--- src/rtl/ccu_if.sv ---
// Command/control-word bundle between the host command path and the ccu.
interface ccu_if;
  logic [7:0]  cmd;
  logic [23:0] Kbus;

  modport master (output cmd, input  Kbus);
  modport slave  (input  cmd, output Kbus);
endinterface

--- src/rtl/ccu.sv ---
// Command Control Unit: registered one-hot decode of the command byte onto Kbus.
// Optional build macro CCU_HOLD_ILLEGAL_EN holds the last legal word on illegal commands.
module ccu (
  input  logic clk,
  input  logic rst_n,
  ccu_if.slave bus
);

  logic [22:0] strobe;
  logic        legal;
  logic [23:0] kbus_q;

  // One branch per opcode so per-opcode control fields can be added later.
  always_comb begin
    strobe = '0;
    legal  = 1'b0;
    if (!bus.cmd[0]) begin
      legal = 1'b1;
      case (bus.cmd[7:1])
        7'd0:    strobe = 23'h000001;
        7'd1:    strobe = 23'h000002;
        7'd2:    strobe = 23'h000004;
        7'd3:    strobe = 23'h000008;
        7'd4:    strobe = 23'h000010;
        7'd5:    strobe = 23'h000020;
        7'd6:    strobe = 23'h000040;
        7'd7:    strobe = 23'h000080;
        7'd8:    strobe = 23'h000100;
        7'd9:    strobe = 23'h000200;
        7'd10:   strobe = 23'h000400;
        7'd11:   strobe = 23'h000800;
        7'd12:   strobe = 23'h001000;
        7'd13:   strobe = 23'h002000;
        7'd14:   strobe = 23'h004000;
        7'd15:   strobe = 23'h008000;
        7'd16:   strobe = 23'h010000;
        7'd17:   strobe = 23'h020000;
        7'd18:   strobe = 23'h040000;
        7'd19:   strobe = 23'h080000;
        7'd20:   strobe = 23'h100000;
        7'd21:   strobe = 23'h200000;
        7'd22:   strobe = 23'h400000;
        default: legal  = 1'b0;
      endcase
    end
  end

  always_ff @(posedge clk) begin
    if (!rst_n) begin
      kbus_q <= '0;
    end else if (legal) begin
      kbus_q <= {1'b1, strobe};
    end else begin
`ifdef CCU_HOLD_ILLEGAL_EN
      kbus_q <= kbus_q;
`else
      kbus_q <= '0;
`endif
    end
  end

  assign bus.Kbus = kbus_q;

endmodule

--- src/flat_wrapper.sv ---
// flat-port wrapper written by rule: the top's interface ports become plain ports
module ccu_flat 
  (clk, rst_n, bus_cmd, bus_Kbus);
  ccu_if bus_i ();
  input  logic clk;
  input  logic rst_n;
  input wire logic [$bits(bus_i.cmd)-1:0] bus_cmd;
  output wire logic [$bits(bus_i.Kbus)-1:0] bus_Kbus;
  assign bus_i.cmd = bus_cmd;
  assign bus_Kbus = bus_i.Kbus;
  ccu u_core (.clk(clk), .rst_n(rst_n), .bus(bus_i));
endmodule
--- config.mk ---
export PLATFORM = sky130hd
export DESIGN_NAME = ccu_flat
export DESIGN_NICKNAME = d
export VERILOG_FILES = /design/src/rtl/ccu_if.sv /design/src/rtl/ccu.sv /design/src/flat_wrapper.sv
export SDC_FILE = /design/constraint.sdc
export NUM_CORES = 1
export LEC_CHECK = 0
export ABC_AREA = 1
export BUFFER_PORTS_ARGS = -buffer_cell sky130_fd_sc_hd__buf_2
export CORE_MARGIN = 5
export CORE_UTILIZATION = 46
export CTS_CLUSTER_DIAMETER = 60
export DETAILED_ROUTE_END_ITERATION = 10
export PLACE_DENSITY = 0.75
export SLEW_MARGIN = 10
export SYNTH_ARGS = -nofsm -noshare
export SYNTH_HDL_FRONTEND = slang
export SYNTH_SLANG_ARGS = --single-unit
--- constraint.sdc ---
create_clock -name clk -period 1.13 [get_ports clk]
set_input_delay 0.113 -clock clk [delete_from_list [all_inputs] [get_ports clk]]
set_output_delay 0.113 -clock clk [all_outputs]
set_load 0.005 [all_outputs]
# Yosys cells after proc, flatten, opt, wreduce, memory -nomap -nowiden
# Index checks and enable logic that the tools add are counted.
[word_totals]
register_bits = 24
inputBits = 10
word_cells = 34
[classes]
eq_ne = 22
mux = 5
bitwise_logic = 2
reduce_logical = 3
[op_table]
columns = ["op", "n"]
rows = [
  ["$pmux W23 S23", 1],
  ["$eq A7 B4 Y1 const B", 8],
  ["$eq A7 B5 Y1 const B", 7],
  ["$eq A7 B3 Y1 const B", 4],
  ["$mux W24", 1],
  ["$mux W23", 1],
  ["$reduce_or A23 Y1", 1],
  ["$eq A7 B2 Y1 const B", 2],
  ["$eq A7 B1 Y1 const B", 1],
  ["$logic_not A7 Y1", 1],
  ["$reduce_or A3 Y1", 1],
  ["$mux W1", 2],
  ["$not A1 Y1", 2],
]

# Logic depth before layout (Yosys ltp)
# Gate-level depths: netlist of run 1.
[depth]
ltp_word = 6
ltp_mapped = 10

# Least setup slack after synthesis of run 1
# No wires, ideal clock.
[synth_timing]
kind = "in2reg"
startpoint = "in bus_cmd[3]"
endpoint = "reg u_core.kbus_q[16] (netlist: u_core.bus.Kbus[16])"
setup_ns = 0.112
arrival_ns = 0.841
path_slack_ns = 0.177
stages = 10
n_path_buf = 1
path_cell_list = "inv_1 nand2_1 nor2_1 nand2_1 nand2_1 nor2_1 nand3_2 nand2_2 buf_6 nor2_1"
[synth_between]
elab_chain_len = 6
elab_cells_between_ends = 29
classes_between = "eq/ne: 22; mux: 3; bitwise: 1; reduce/logical: 3"
[synth_lines]
columns = ["item", "line", "rtl"]
rows = [
  ["from (decl)", "flat_wrapper.sv:7", "input wire logic [$bits(bus_i.cmd)-1:0] bus_cmd;"],
  ["$eq A7 B1 Y1, or another cell as far along", "ccu.sv:19", "case (bus.cmd[7:1])"],
  ["$reduce_or A23 Y1 (no line)", "--", ""],
  ["$mux W1", "ccu.sv:19", ""],
  ["$mux W1", "ccu.sv:17", "if (!bus.cmd[0]) begin"],
  ["$not A1 Y1 (no line)", "--", ""],
  ["$reduce_or A3 Y1 (no line)", "--", ""],
  ["to (signal assigned)", "ccu.sv:52", "kbus_q <= {1'b1, strobe};"],
  ["to (decl)", "ccu.sv:11", "logic [23:0] kbus_q;"],
]
# Parallel ways exist; a longest one is shown, timed or not.
# A chain may end at the register's enable or synchronous reset.

# Worst setup path after layout of run 1
[layout_timing]
startpoint = "in bus_cmd[3]"
endpoint = "reg u_core.kbus_q[17] (netlist: u_core.bus.Kbus[17])"
# The elaborated chain is that of the path after synthesis.

==> impl_metrics.py, run 1 <==
metrics = {
    "status": {
        "outcome": "finished, final reports clean",
    },
    "place": {
        "dpl.hpwl_mm": 1.53,
        "dp_slack_ps": -71.3,
        "place_area_sq_um": 1180,
        "gp_congestion": 0.926,
        "place.port_buffers": 33,
        "place_inst": 184,
    },
    "layout": {
        "final_nets": 172,
        "stdcell_area_sq_um": 1220,
        "postLayoutCoreUtil_pct": 63.4,
        "multi_input_area_sq_um": 323,
        "regArea_sq_um": 480,
        "fill_cells": 182,
        "areaGrowthSynthToFinish_pct": 32.9,
        "largest_reg_flops": 24,
        "finalNonFillerCells": 188,
        "diodes": 0,
        "drive_above_1_share_pct": 36.6,
    },
    "clock_tree": {
        "clk_transition_reported_paths_ps": 110,
        "cts_hold_buf": 0,
        "cts_num_sinks": 24,
        "post_cts_buffers": 0,
        "ctsResizeCount": 0,
        "htreeDepth": 1,
        "cts_tree": "yes",
        "clockRootBuffer": "clkbuf_4",
        "numCtsBuffers": 3,
        "clock_path_buffers": 2,
    },
    "worst_setup_path": {
        "critPathKind": "input pin to flip-flop",
        "end_kind": "flip-flop",
        "cp_max_fo": 11,
        "start_kind": "input pin",
        "critPathRequiredTime_ps": 1370,
        "critPathArrivalTime_ps": 1150,
    },
    "synthesis": {
        "synth_xor_area_share_pct": 0,
        "synth_top_family_by_area": "simple AND/OR/NAND/NOR gates",
        "yosys.area_share.simple_pct": 34.4,
        "synth_cell_types": 16,
        "avgSynthCellArea_sq_um": 7.91,
        "yosys_warnings": 0,
        "synth_nets": 126,
        "synth-compound-area-share_pct": 0.819,
        "synth-seq-cells": 24,
        "ys_seq_area_share_pct": 52.4,
        "syn-cell-area_sq_um": 917,
        "synth_adder_area_share_pct": 0,
        "synthMuxAreaShare_pct": 0,
        "synth_cells": 116,
    },
    "timing": {
        "tns_ps": 0,
        "worst_hold_slack_ps": 118,
        "final-setup-viol-count": 0,
        "postLayoutSetupSlackWorst_ps": 223,
        "fmax_ghz": 1.10,
        "hold_violations": 0,
        "period_share_pct": 80.3,
        "period_needed_ps": 907,
        "slew-limit-headroom_pct": 77.4,
        "rsz0062_at_grt": "false",
        "worst_pin_slew_ps": 338,
        "drv_slew": 0,
    },
    "floorplanning": {
        "die_x_um": 54.7,
        "ioPinCount": 34,
        "die-area_sq_um": 2990,
        "initial_utilization_pct": 47.7,
        "core_sq_um": 1920,
        "fp.dieH_um": 54.7,
        "placementRows": 16,
    },
    "power": {
        "power_density_nw_per_um2": 1150,
        "p_leak_nw": 0.716,
        "power_mw": 1.40,
        "ir_drop_uv": 549,
    },
    "job": {
        "max-cap-violations": 0,
    },
    "detailed_routing": {
        "drc": 0,
        "wl_per_cell_um": 9.72,
        "drtIter0Drc": 17,
        "vias": 863,
        "finalWirelength_mm": 1.83,
        "first_pass_iters": 4,
        "drtAntennaViolNets": 0,
        "via_per_inst": 4.59,
    },
    "global_routing": {
        "grt_pass1_wl_mm": 3.06,
        "grt_max_degree": 16,
        "grt-ovfl-total": 0,
        "antenna_found_initial": 0,
        "grt_usage_pct": 13.9,
        "grt_pass1_vias": 816,
    },
    "worst_hold_path": {
        "hold_path_class": "input pin to flip-flop",
    },
}
==> cell usage after synthesis <==
master | number | area (sq um)
clkbuf_1 | 2 | 7.51
nor2_1 | 22 | 82.6
nand4_1 | 15 | 93.8
nor2_4 | 1 | 11.3
nor2_2 | 4 | 25.0
inv_2 | 2 | 7.51
dfxtp_1 | 24 | 480
buf_6 | 1 | 11.3
nand2_2 | 1 | 6.26
nand2_1 | 17 | 63.8
or3_1 | 1 | 6.26
nor3_4 | 1 | 16.3
inv_1 | 22 | 82.6
o211ai_1 | 1 | 7.51
nand3_2 | 1 | 10.0
buf_2 | 1 | 5.00
==> final cells by class <==
type	count	share of cell area (%)
Clock buffer	4	2.98
Inverter	24	7.39
Multi-Input combinational cell	64	26.5
Sequential cell	24	39.4
Tap cell	27	2.77
Timing Repair Buffer	45	20.9
==> cell families after synthesis <==
group,after synthesis
buf+inv,28
compound gates,1
simple gates,63
flops,24
==> critical path, cell delays in order <==
cell and delay (ps):
buf_2 100, inv_1 80, nand2_1 110, nor2_1 180
nand2_1 100, nand2_1 70, nor2_1 50, nand3_2 60
nand2_2 150, nor2_1 130
==> layer usage <==
layer,track usage [%],part of all wire [%]
met4,9.96,1.9
met5,0,0
met2,24.4,51
met3,1.63,7.8
met1,15.3,40
==> report_power, final <==
part	total (mW)	internal, mW	switching, mW
logic	0.128	0.0493	0.0788
registers	0.848	0.848	0.000337
clock network	0.420	0.196	0.224
total	1.40	1.09	0.303
==> placed cells by master (no fill, tap or decap) <==
| master | n |
|---|---|
| o211ai_1 | 1 |
| nor2_1 | 22 |
| clkbuf_8 | 1 |
| nor2_4 | 1 |
| buf_4 | 12 |
| dfxtp_1 | 24 |
| nand3_2 | 1 |
| clkbuf_4 | 3 |
| inv_1 | 22 |
| inv_2 | 2 |
| buf_2 | 33 |
| nand4_1 | 15 |
| nor3_4 | 1 |
| nand2_2 | 1 |
| nand2_1 | 17 |
| nor2_2 | 4 |
| or3_1 | 1 |
==> worst paths after layout <==
path,startpoint,end,slack (ps),depth (start not counted)
worst min-delay path,bus_cmd[2],u_core.bus.Kbus[14],120,3
worst max-delay path,bus_cmd[3],u_core.bus.Kbus[17],220,10
Note: power is estimated with default switching activity, not from simulation.
==> run 2, diff against run 1 <==
- ABC_AREA: 1 -> 0
- CORE_UTILIZATION: 46 -> 40
- PLACE_DENSITY: 0.75 -> 0.72
- clock period: 1.13 -> 0.8 ns (I/O delays scaled with it)
==> run 2 against run 1 <==
  * The flow now finishes with violations (setup timing)
  * Final cell count shrank 28%
  * First-iteration DRC count is the same
  * Die area shrank 2.6%
  * Routed wire length grew 5.1%
  * Final area shrank 3.1%
  * Via count shrank 21%
  * Hold slack lost 29 ps
  * Critical path depth shrank 9
  * Non-clock buffer count shrank 1
  * Synthesized cell count shrank 42%
  * Sequential share of layout area grew 2.1 points
  * Largest cell class unchanged
==> impl_metrics.py, run 2 <==
metrics = {
    "status": {
        "outcome": "finished with violations",
        "violations": "setup timing",
    },
    "worst_setup_path": {
        "cp_max_fo": 1,
        "critPathRequiredTime_ps": 720,
        "critical_path_depth": 1,
        "critPathArrivalTime_ps": 760,
        "cpPeakStageDelay_ps": 340,
        "end_kind": "primary output",
        "cp_slowest_cell": "dfxtp_2",
        "start_kind": "flip-flop",
        "path_buf_inv": 1,
        "cp_cell_sequence": "buf_2",
        "path_delay_family": "flip-flops",
        "crit_start": "u_core.bus.Kbus[18]",
        "crit_path_end": "bus_Kbus[18]",
        "critPathKind": "flip-flop to primary output",
    },
    "clock_tree": {
        "htreeDepth": 1,
        "cts_num_sinks": 24,
        "clockRootBuffer": "clkbuf_4",
        "clock_path_buffers": 2,
        "cts_tree": "yes",
        "clk_transition_reported_paths_ps": 120,
        "numCtsBuffers": 3,
        "post_cts_buffers": 0,
        "cts_hold_buf": 0,
    },
    "power": {
        "combPwrFrac_pct": 9.3,
        "power_density_nw_per_um2": 1680,
        "power.internal_mw": 1.56,
        "p_seq_share_pct": 60.4,
        "clkPwrFrac_pct": 30.3,
        "p_leak_nw": 0.498,
        "ir_drop_uv": 924,
        "p_sw_mw": 0.420,
        "power_mw": 1.98,
        "swShare_pct": 21.2,
    },
    "synthesis": {
        "synth_top_area_share_pct": 62.2,
        "yosysTopAreaCell": "dfxtp_1",
        "ys_async_sr_fraction_pct": 0,
        "ys_seq_area_share_pct": 62.2,
        "synth-seq-cells": 24,
        "synth_cell_types": 23,
        "synthTopCellsByArea": "dfxtp_1 (62%), nor3_1 (10%), nor4_1 (3.2%)",
        "syn-cell-area_sq_um": 772,
        "synth-edff-count": 0,
        "synth_nets": 77,
        "yosysMostFrequentCell": "dfxtp_1",
        "netlist_top_cells_count": "dfxtp_1 (24), nor3_1 (16), nor4_1 (4), clkbuf_1 (3), nand4bb_1 (2)",
        "yosys_warnings": 0,
        "synth_cells": 67,
        "synth_flop_cell": "dfxtp_1",
        "avgSynthCellArea_sq_um": 11.5,
    },
    "timing": {
        "hold_violations": 0,
        "drv_slew": 0,
        "final-setup-viol-count": 27,
        "slew-limit-headroom_pct": 76.0,
        "period_needed_ps": 842,
        "worst_hold_slack_ps": 89.3,
        "worst_pin_slew_ps": 359,
        "rsz0062_at_grt": "true",
        "fmax_ghz": 1.19,
        "period_share_pct": 105,
        "postLayoutSetupSlackWorst_ps": -42.0,
    },
    "layout": {
        "diodes": 0,
        "largest_reg_flops": 24,
        "drive_above_1_share_pct": 65.5,
        "mostFrequentLayoutCells": "buf_2 (26), dfxtp_1 (16), buf_4 (11)",
        "areaGrowthSynthToFinish_pct": 53.0,
        "final_nets": 121,
        "final_common_cell": "buf_2",
    },
    "detailed_routing": {
        "drtAntennaViolNets": 0,
        "top_layer": "met4",
        "first_pass_iters": 4,
        "drtIter0Drc": 17,
        "finalWirelength_mm": 1.92,
        "wl_met2_mm": 1.07,
        "drc": 0,
        "wl_met1_um": 684,
        "wl_per_cell_um": 14.2,
        "via_per_inst": 5.02,
        "dr_wl_met3_um": 112,
        "vias": 678,
    },
    "floorplanning": {
        "ioPinCount": 34,
        "fp.dieH_um": 53.9,
        "die_x_um": 53.9,
        "die-area_sq_um": 2910,
        "core_sq_um": 1780,
        "initial_utilization_pct": 43.3,
        "placementRows": 15,
    },
    "worst_hold_path": {
        "hold_path_class": "input pin to flip-flop",
    },
    "global_routing": {
        "grt_usage_pct": 14.1,
        "grt_pass1_wl_mm": 2.88,
        "grt-ovfl-total": 0,
        "grt_max_degree": 14,
        "grt_pass1_vias": 647,
        "antenna_found_initial": 0,
    },
    "place": {
        "place.port_buffers": 33,
        "gp_congestion": 0.752,
        "dpl.hpwl_mm": 1.42,
    },
    "job": {
        "max-cap-violations": 0,
    },
}
==> run 2: cell types whose count changed after synthesis, moves of 2 or more <==
cell	delta
nand2_1	-17
nor3_1	+16
nor4_1	+4
inv_1	-21
nor2_2	-4
nand4_1	-14
nor2_1	-22
inv_2	-2
nand4bb_1	+2
==> run 2: timing repair <==
| action | in CTS | in global routing |
|---|---|---|
| pin swaps | 2 | 2 |
| gates resized for setup | 4 | 15 |
| gates cloned | 0 | 0 |
| setup endpoints to repair | 27 | 28 |
==> run 2: final cells by class <==
cell class | instances | area, sq um
fillers | 150 | 602
repair buffers | 44 | 292
flip-flops and latches | 24 | 490
well taps | 25 | 31.3
clock buffers | 4 | 36.3
inverters | 1 | 3.75
multi-input cells | 37 | 328
==> run 2: worst min path at each step <==
stage | from | end | slack (ps) | cells after the start
6_report | bus_cmd[1] | u_core.bus.Kbus[16] | 90 | 3
3_3_place_gp | bus_cmd[3] | u_core.bus.Kbus[9] | 410 | 3
2_1_floorplan | bus_cmd[1] | u_core.bus.Kbus[12] | 160 | 1
3_5_place_dp | bus_cmd[1] | u_core.bus.Kbus[20] | 410 | 3
4_1_cts | bus_cmd[3] | u_core.bus.Kbus[10] | 80 | 3
5_1_grt | bus_cmd[2] | u_core.bus.Kbus[13] | 70 | 3
==> run 2: cells by family (layout without fill, tap and decap cells) <==
group           Yosys count  count (layout)  share of synthesized area, %
simple gates             36              36                          32.7
flops                    24              24                          62.2
buf+inv                   6              49                          4.05
compound gates            1               1                         0.973
==> run 2: per-layer routing <==
metal,vias to the layer above,track usage (%)
met3,6,1.94
met1,317,14.5
met4,0,8.09
li1,331,-
met5,-,0
met2,24,26.6
==> run 2: power by group through the flow <==
stage	combinational [mW]	sequential [mW]	clock (mW)
finish	0.185	1.20	0.601
CTS	0.174	1.20	0.613
floorplan	0.0838	1.23	0
global route	0.198	1.20	0.685
detailed placement	0.168	1.23	0
global placement	0.161	1.23	0
==> run 2: per-stage QoR <==
stage / worst slack, ps / instance area (sq um) / setup TNS [ps] / util (%) / std cells
2_1_floorplan: -236 / 840 / -1820 / - / 67
3_3_place_gp: -313 / 1070 / -4990 / 60.2 / 131
3_5_place_dp: -340 / 1070 / -5630 / 60.2 / 131
4_1_cts: -52.8 / 1120 / -505 / 63.1 / 135
5_1_grt: -90.4 / 1180 / -1450 / 66.2 / 135
6_report: -42.0 / 1180 / -373 / 66.2 / 135
